### src/rtl/bbox_pixel_traverser.sv
// Rasterizer traversal: walks a clamped bbox row-major, one candidate pixel per cycle,
// stepping three edge functions incrementally. Option macro: TRAVERSER_EMIT_ALL_EN.
module bbox_pixel_traverser #(
    parameter int COORD_WIDTH = 10,
    parameter int EDGE_WIDTH  = 24
) (
    input  logic                          clk,
    input  logic                          rst,
    input  logic                          start,
    output logic                          ready,
    input  logic                          bb_valid,
    input  logic signed [COORD_WIDTH-1:0] min_x,
    input  logic signed [COORD_WIDTH-1:0] max_x,
    input  logic signed [COORD_WIDTH-1:0] min_y,
    input  logic signed [COORD_WIDTH-1:0] max_y,
    input  logic signed [EDGE_WIDTH-1:0]  e_init [3],
    input  logic signed [EDGE_WIDTH-1:0]  e_dx   [3],
    input  logic signed [EDGE_WIDTH-1:0]  e_dy   [3],
    output logic                          frag_valid,
    input  logic                          frag_ready,
    output logic signed [COORD_WIDTH-1:0] frag_x,
    output logic signed [COORD_WIDTH-1:0] frag_y,
    output logic signed [EDGE_WIDTH-1:0]  frag_e [3],
    output logic                          frag_inside,
    output logic                          done
);

    localparam logic [1:0] S_IDLE  = 2'd0;
    localparam logic [1:0] S_SCAN  = 2'd1;
    localparam logic [1:0] S_DRAIN = 2'd2;

    logic [1:0]                   state;
    logic signed [COORD_WIDTH-1:0] cur_x, cur_y, start_x, lim_x, lim_y;
    logic signed [EDGE_WIDTH-1:0]  e_cur [3];
    logic signed [EDGE_WIDTH-1:0]  row_e [3];
    logic signed [EDGE_WIDTH-1:0]  step_x [3];
    logic signed [EDGE_WIDTH-1:0]  step_y [3];

    logic [COORD_WIDTH:0] x_next, y_next, lim_x_ext, lim_y_ext;
    logic                 last_x, last_y, slot_free, cand_inside, emit;

    // End tests use one extra bit so a limit of 2^(CW-1)-1 cannot wrap.
    assign x_next    = {cur_x[COORD_WIDTH-1], cur_x} + {{COORD_WIDTH{1'b0}}, 1'b1};
    assign y_next    = {cur_y[COORD_WIDTH-1], cur_y} + {{COORD_WIDTH{1'b0}}, 1'b1};
    assign lim_x_ext = {lim_x[COORD_WIDTH-1], lim_x};
    assign lim_y_ext = {lim_y[COORD_WIDTH-1], lim_y};
    assign last_x    = (x_next == lim_x_ext);
    assign last_y    = (y_next == lim_y_ext);

    assign ready       = (state == S_IDLE);
    assign slot_free   = !frag_valid || frag_ready;
    assign cand_inside = !e_cur[0][EDGE_WIDTH-1] && !e_cur[1][EDGE_WIDTH-1]
                       && !e_cur[2][EDGE_WIDTH-1];

`ifdef TRAVERSER_EMIT_ALL_EN
    assign emit = 1'b1;
`else
    assign emit = cand_inside;
`endif

    always_ff @(posedge clk) begin
        if (rst) begin
            state       <= S_IDLE;
            frag_valid  <= 1'b0;
            done        <= 1'b0;
            frag_x      <= '0;
            frag_y      <= '0;
            frag_inside <= 1'b0;
            cur_x       <= '0;
            cur_y       <= '0;
            start_x     <= '0;
            lim_x       <= '0;
            lim_y       <= '0;
            for (int unsigned i = 0; i < 3; i++) begin
                frag_e[i] <= '0;
                e_cur[i]  <= '0;
                row_e[i]  <= '0;
                step_x[i] <= '0;
                step_y[i] <= '0;
            end
        end else begin
            done <= 1'b0;
            if (frag_valid && frag_ready)
                frag_valid <= 1'b0;

            case (state)
                S_IDLE: begin
                    if (start) begin
                        if (bb_valid) begin
                            state   <= S_SCAN;
                            cur_x   <= min_x;
                            cur_y   <= min_y;
                            start_x <= min_x;
                            lim_x   <= max_x;
                            lim_y   <= max_y;
                            for (int unsigned i = 0; i < 3; i++) begin
                                e_cur[i]  <= e_init[i];
                                row_e[i]  <= e_init[i];
                                step_x[i] <= e_dx[i];
                                step_y[i] <= e_dy[i];
                            end
                        end else begin
                            done <= 1'b1;
                        end
                    end
                end

                S_SCAN: begin
                    if (slot_free) begin
                        if (emit) begin
                            frag_valid  <= 1'b1;
                            frag_x      <= cur_x;
                            frag_y      <= cur_y;
                            frag_inside <= cand_inside;
                            for (int unsigned i = 0; i < 3; i++)
                                frag_e[i] <= e_cur[i];
                        end
                        if (last_x) begin
                            if (last_y) begin
                                state <= S_DRAIN;
                            end else begin
                                cur_x <= start_x;
                                cur_y <= cur_y + 1'b1;
                                for (int unsigned i = 0; i < 3; i++) begin
                                    row_e[i] <= row_e[i] + step_y[i];
                                    e_cur[i] <= row_e[i] + step_y[i];
                                end
                            end
                        end else begin
                            cur_x <= cur_x + 1'b1;
                            for (int unsigned i = 0; i < 3; i++)
                                e_cur[i] <= e_cur[i] + step_x[i];
                        end
                    end
                end

                S_DRAIN: begin
                    if (slot_free) begin
                        state <= S_IDLE;
                        done  <= 1'b1;
                    end
                end

                default: state <= S_IDLE;
            endcase
        end
    end

endmodule

### config.mk
export PLATFORM = sky130hd
export DESIGN_NAME = bbox_pixel_traverser
export DESIGN_NICKNAME = d
export VERILOG_FILES = /design/src/rtl/bbox_pixel_traverser.sv
export SDC_FILE = /design/constraint.sdc
export NUM_CORES = 1
export LEC_CHECK = 0
export BUFFER_PORTS_ARGS = -buffer_cell sky130_fd_sc_hd__clkbuf_2
export CAP_MARGIN = 20
export CORE_MARGIN = 2
export CORE_UTILIZATION = 36
export CTS_CLUSTER_DIAMETER = 200
export DETAILED_ROUTE_END_ITERATION = 12
export PLACE_DENSITY = 0.63
export SLEW_MARGIN = 20
export SYNTH_ARGS = -nofsm -noshare
export SYNTH_HDL_FRONTEND = slang
export SYNTH_SLANG_ARGS = --single-unit
### constraint.sdc
create_clock -name clk -period 5.75 [get_ports clk]
set_clock_uncertainty 0.1 [all_clocks]
set_input_delay 1.725 -clock clk [delete_from_list [all_inputs] [get_ports clk]]
set_output_delay 1.725 -clock clk [all_outputs]
set_load 0.02 [all_outputs]
# --- Word level (Yosys, flattened, before mapping) ---
# Memory sizes are Yosys's and may differ from the RTL's.
# Cells that the tools add are included.
totals:
  mem_bits_rw: 288
  in_bits: 261
  mem_count: 4
  output_inout_bits: 96
  regBits: 147
  word_cells: 142
memory_table:
  columns: ["name", "depth", "width", "rd", "rd_clocked_by_memory_dff", "write_ports", "line_no", "text"]
  rows:
  - ["e_cur", 3, 24, 3, 0, 3, "34", "logic signed [EDGE_WIDTH-1:0] e_cur [3];"]
  - ["row_e", 3, 24, 3, 0, 3, "35", "logic signed [EDGE_WIDTH-1:0] row_e [3];"]
  - ["step_x", 3, 24, 3, 0, 3, "36", "logic signed [EDGE_WIDTH-1:0] step_x [3];"]
  - ["step_y", 3, 24, 3, 0, 3, "37", "logic signed [EDGE_WIDTH-1:0] step_y [3];"]
classes:
  n_mux: 66
  bitwise: 21
  reduce_logical: 15
  n_addsub: 10
  n_eq_ne: 12
op_table:
  columns: ["cell", "n"]
  rows:
  - ["24-bit two-way mux", 21]
  - ["24-bit adder", 6]
  - ["10-bit two-way mux", 10]
  - ["10-bit one-hot mux with 2 select lines", 2]
  - ["1-bit two-way mux", 25]
  - ["10-bit by 2-bit adder with 11-bit output, second input constant", 2]
  - ["11-bit == test", 2]
  - ["1-bit bitwise OR", 21]
  - ["10-bit by 1-bit adder with 10-bit output, second input constant", 2]
  - ["2-bit two-way mux", 6]
  - ["2-bit != test, second input constant", 6]
  - ["6-bit AND reduction", 2]
  - ["2-bit one-hot mux with 3 select lines", 1]
  - ["3-bit AND reduction", 2]
  - ["5-bit AND reduction", 1]
  - ["1-bit zero test", 4]
  - ["1-bit logical AND", 3]
  - ["3-bit != test, second input constant", 1]
  - ["2-bit by 1-bit == test with 1-bit output, second input constant", 1]
  - ["2-bit == test, second input constant", 1]
  - ["2-bit zero test", 1]
  - ["2-bit by 1-bit != test with 1-bit output, second input constant", 1]
  - ["1-bit one-hot mux with 2 select lines", 1]
  - ["2-bit nonzero test", 1]
  - ["1-bit logical OR", 1]

# --- Longest topological paths before layout ---
logic_depth:
  ltp_word: 10
  depth_mapped: 14
  ltp_nobuf: 11

# --- Least setup slack after synthesis ---
# OpenSTA, ideal clock, no wires.
synth_timing:
  path_type: "input -> register"
  startpoint: "input port rst"
  endpoint: "memory step_x[0][0] (enable)"
  required_time_ns: 5.153
  stages: 4
  path_slack_ns: 0.024
  path_buffers: 2
  setup_time_ns: 0.497
  t_arrival_ns: 5.130
  cell_sequence: "clkbuf_1 clkbuf_1 nor2_1 inv_1"
synth_lines:
  columns: ["element", "line_no", "text"]
  rows:
  - ["start: declaration", "8", "input logic rst,"]
  - ["end: declaration", "36", null]

==> flow_metrics.env <==
export IMPL_outcome="completed"
export IMPL_switchingPower_mw=2.36
export IMPL_crit_chain="ha_1, xor2_1, a21oi_1, o311ai_1, a2111oi_4, and4_1, and2_1, nand2_4, nand2_4, buf_4"
export IMPL_synthCells=2370
export IMPL_power_frac_seq_pct=43.9
export IMPL_drive_gt1_share_pct=19.1
export IMPL_start_util_pct=36.2
export IMPL_p_comb_share_pct=16.6
export IMPL_cp_top_family="simple AND/OR/NAND/NOR gates"
export IMPL_rows=94
export IMPL_dpl_cell_area_mm2=0.0263
export IMPL_synth_area_mm2=0.0237
export IMPL_synth_nets=2777
export IMPL_fp_dieW_um=260
export IMPL_dieArea_mm2=0.0678
export IMPL_grt_max_degree=170
export IMPL_first_global_vias=18700
export IMPL_cts_sinks=435
export IMPL_grt_overflow=0
export IMPL_ioPinCount=357
export IMPL_path_buf_inv=1
export IMPL_setup_viol=0
export IMPL_netlist_top_cell_by_area="edfxtp_1"
export IMPL_wl_mm=72.4
export IMPL_seq_area_frac_synth_pct=48.9
export IMPL_wl_per_cell_um=20.2
export IMPL_finalNetCount=3094
export IMPL_avgViaCountPerCell=5.30
export IMPL_route_detailed_drc=0
export IMPL_hold_viol=0
export IMPL_place_gp_congestion=0.951
export IMPL_cts_resized=0
export IMPL_diodes=0
export IMPL_tritoncts="done"
export IMPL_critPathKind="flip-flop to flip-flop"
export IMPL_ys_flop_type="edfxtp_1"
export IMPL_synth_most_common_cell="nand2_1"
export IMPL_antenna_found_initial=4
export IMPL_dr_pass1_iters=5
export IMPL_critPathRequiredTime_ns=5.91
export IMPL_post_place_ws_ns=1.06
export IMPL_p_sw_share_pct=27.8
export IMPL_ys_warn_count=0
export IMPL_final_antenna_net_count=0
export IMPL_syn2layout_area_growth_pct=18.6
export IMPL_syn_avg_cell_area_um2=9.99
export IMPL_p_int_mw=6.12
export IMPL_worstPathMaxFanout=35
export IMPL_powerDensity_mw_per_mm2=302
export IMPL_leakage_nw=12.1
export IMPL_grtUsageTotal_pct=20.9
export IMPL_synth_seq_cells=435
export IMPL_slew_headroom_pct=33.9
export IMPL_post_cts_buffers=0
export IMPL_clock_path_buffers=3
export IMPL_rsz0062_at_grt="false"
export IMPL_cpMostUsedCell="nand2_4"
export IMPL_min_period_ns=4.39
export IMPL_hpwl_mm=54.0
export IMPL_setup_tns_ns=0
export IMPL_hold_buffers=0
export IMPL_htreeDepth=2
export IMPL_hold_start="frag_x[3]"
export IMPL_io_buffers=356
export IMPL_cp_arrival_ns=4.55
export IMPL_synth_edf_count=288
export IMPL_cts_inserted_buffers=50
export IMPL_num_vias=19100
export IMPL_yosys_area_top_type_share_pct=36.5
export IMPL_power_mw=8.48
export IMPL_fin_ws_ns=1.36
export IMPL_synth_area_top_cells="edfxtp_1 37%, dfxtp_1 12%, ha_1 7.4%"
export IMPL_max_freq_mhz=228
export IMPL_vdd_ir_drop_max_mv=0.193
export IMPL_grt_first_pass_wirelength_mm=109
export IMPL_path_clk_slew_ns=0.06
export IMPL_ys_top_cells_by_count="399 x nand2_1, 288 x edfxtp_1, 263 x a21oi_1"
export IMPL_cp_slowest_cell="dfxtp_1"
export IMPL_drt_iter0_drc=1602
export IMPL_cp_startpoint="cur_x[0]"
export IMPL_start_kind="flip-flop"
export IMPL_core_mm2=0.0654
export IMPL_period_share_pct=76.3
export IMPL_worstHoldPathType="flip-flop to flip-flop"
export IMPL_crit_path_end_kind="flip-flop"
export IMPL_async_reset_ff_share_pct=0
export IMPL_drv_cap=0
export IMPL_r2r_start="cur_x[0]"
export IMPL_p_clk_share_pct=39.5
export IMPL_synth_cell_types=85
export IMPL_fp_dieH_um=260
export IMPL_clkLatencyLatePin_ns=0.60
export IMPL_final_max_slew_viol_count=0
export IMPL_max_stage_delay_ns=0.59
export IMPL_cts_root_buf="clkbuf_16"
export IMPL_final_cell_area_mm2=0.0281
export IMPL_tightest_slew_ns=0.992
## worst paths after layout
path,to,slack (ns),depth (start not counted)
hold reg to reg,frag_x[3],0.35,2
setup / recovery,row_e[0][49],1.36,10
hold / removal,frag_x[3],0.35,2
setup reg to reg,row_e[0][49],1.36,10
## worst min-delay path, stage by stage, from the launching register on
cell and delay [ns]:
dfxtp_1 0.31, nand2_1 0.05, a21oi_1 0.05
## flip-flops by register name (all words and copies together), names as in the netlist, 10 cells and up
signal	flops
frag_y	10
step_x	72
start_x	10
lim_x	10
cur_x	10
cur_y	10
e_cur	72
frag_e	72
row_e	72
step_y	72
lim_y	10
frag_x	10
## power by group through the flow
| stage | clock (mW) | combinational (mW) | sequential, mW |
|---|---|---|---|
| after floorplan | 0 | 0.987 | 3.72 |
| after global placement | 0 | 1.37 | 3.79 |
| after CTS | 3.43 | 1.40 | 3.72 |
| final | 3.35 | 1.41 | 3.72 |
| after global routing | 3.54 | 1.56 | 3.74 |
| after detailed placement | 0 | 1.39 | 3.78 |
## stage by stage
stage | utilization [%] | hold slack, ns | instances
after floorplan | - | 0.336 | 2370
final | 42.9 | 0.355 | 3592
after detailed placement | 40.2 | 0.348 | 3495
after CTS | 42.8 | 0.355 | 3588
after global placement | 40.1 | 0.343 | 3494
after global routing | 42.9 | 0.374 | 3592
## layer usage
metal	vias up	global-route usage [%]	routed length (um)
met5	-	0	8
met4	2	7.89	2580
met3	119	3.38	5140
met2	707	33.4	32700
met1	9015	28.4	32000
li1	9210	-	-
## layout make-up
cell class                 instances  area, um2
clock buffer                      60       1360
clock inverter                    33        358
fill                            6319      37300
inverter                          24       97.6
multi-input combinational       1798      11600
sequential                       435      11600
tap                              864       1080
timing repair buffer             378       2030
## logic make-up (layout without fill, tap and decap cells)
| logic type | count (synthesis) | in the layout | synth area share, % |
|---|---|---|---|
| AND/OR/NAND/NOR | 813 | 813 | 16.2 |
| AO/OA/AOI/OAI | 683 | 683 | 18.6 |
| flip-flops | 435 | 435 | 48.9 |
| XOR/XNOR | 151 | 151 | 5.68 |
| adder cells (fa/ha/maj) | 146 | 146 | 7.90 |
| buffers and inverters | 137 | 495 | 2.48 |
| multiplexers | 5 | 5 | 0.222 |
## layout by cell type (no fill, tap or decap), drive strengths merged, types with 6 or more instances in the layout
master,instances
clkbuf,415
nand2,402
edfxtp,288
a21oi,264
and2,152
dfxtp,147
ha,140
o21ai,121
a21o,101
nor2,97
xnor2,84
xor2,66
nor3,36
nand3,32
inv,26
o21a,24
o211ai,23
buf,23
o21bai,22
a211oi,21
clkinv,20
nand4,17
and3,16
nand2b,15
a22o,15
a31oi,12
o31ai,12
or3,10
nor2b,7
bufinv,7
and4,7
a211o,6
a22oi,6
nor3b,6
or2,6
a311oi,6
fa,6
Power figures use the tool's default switching activity.
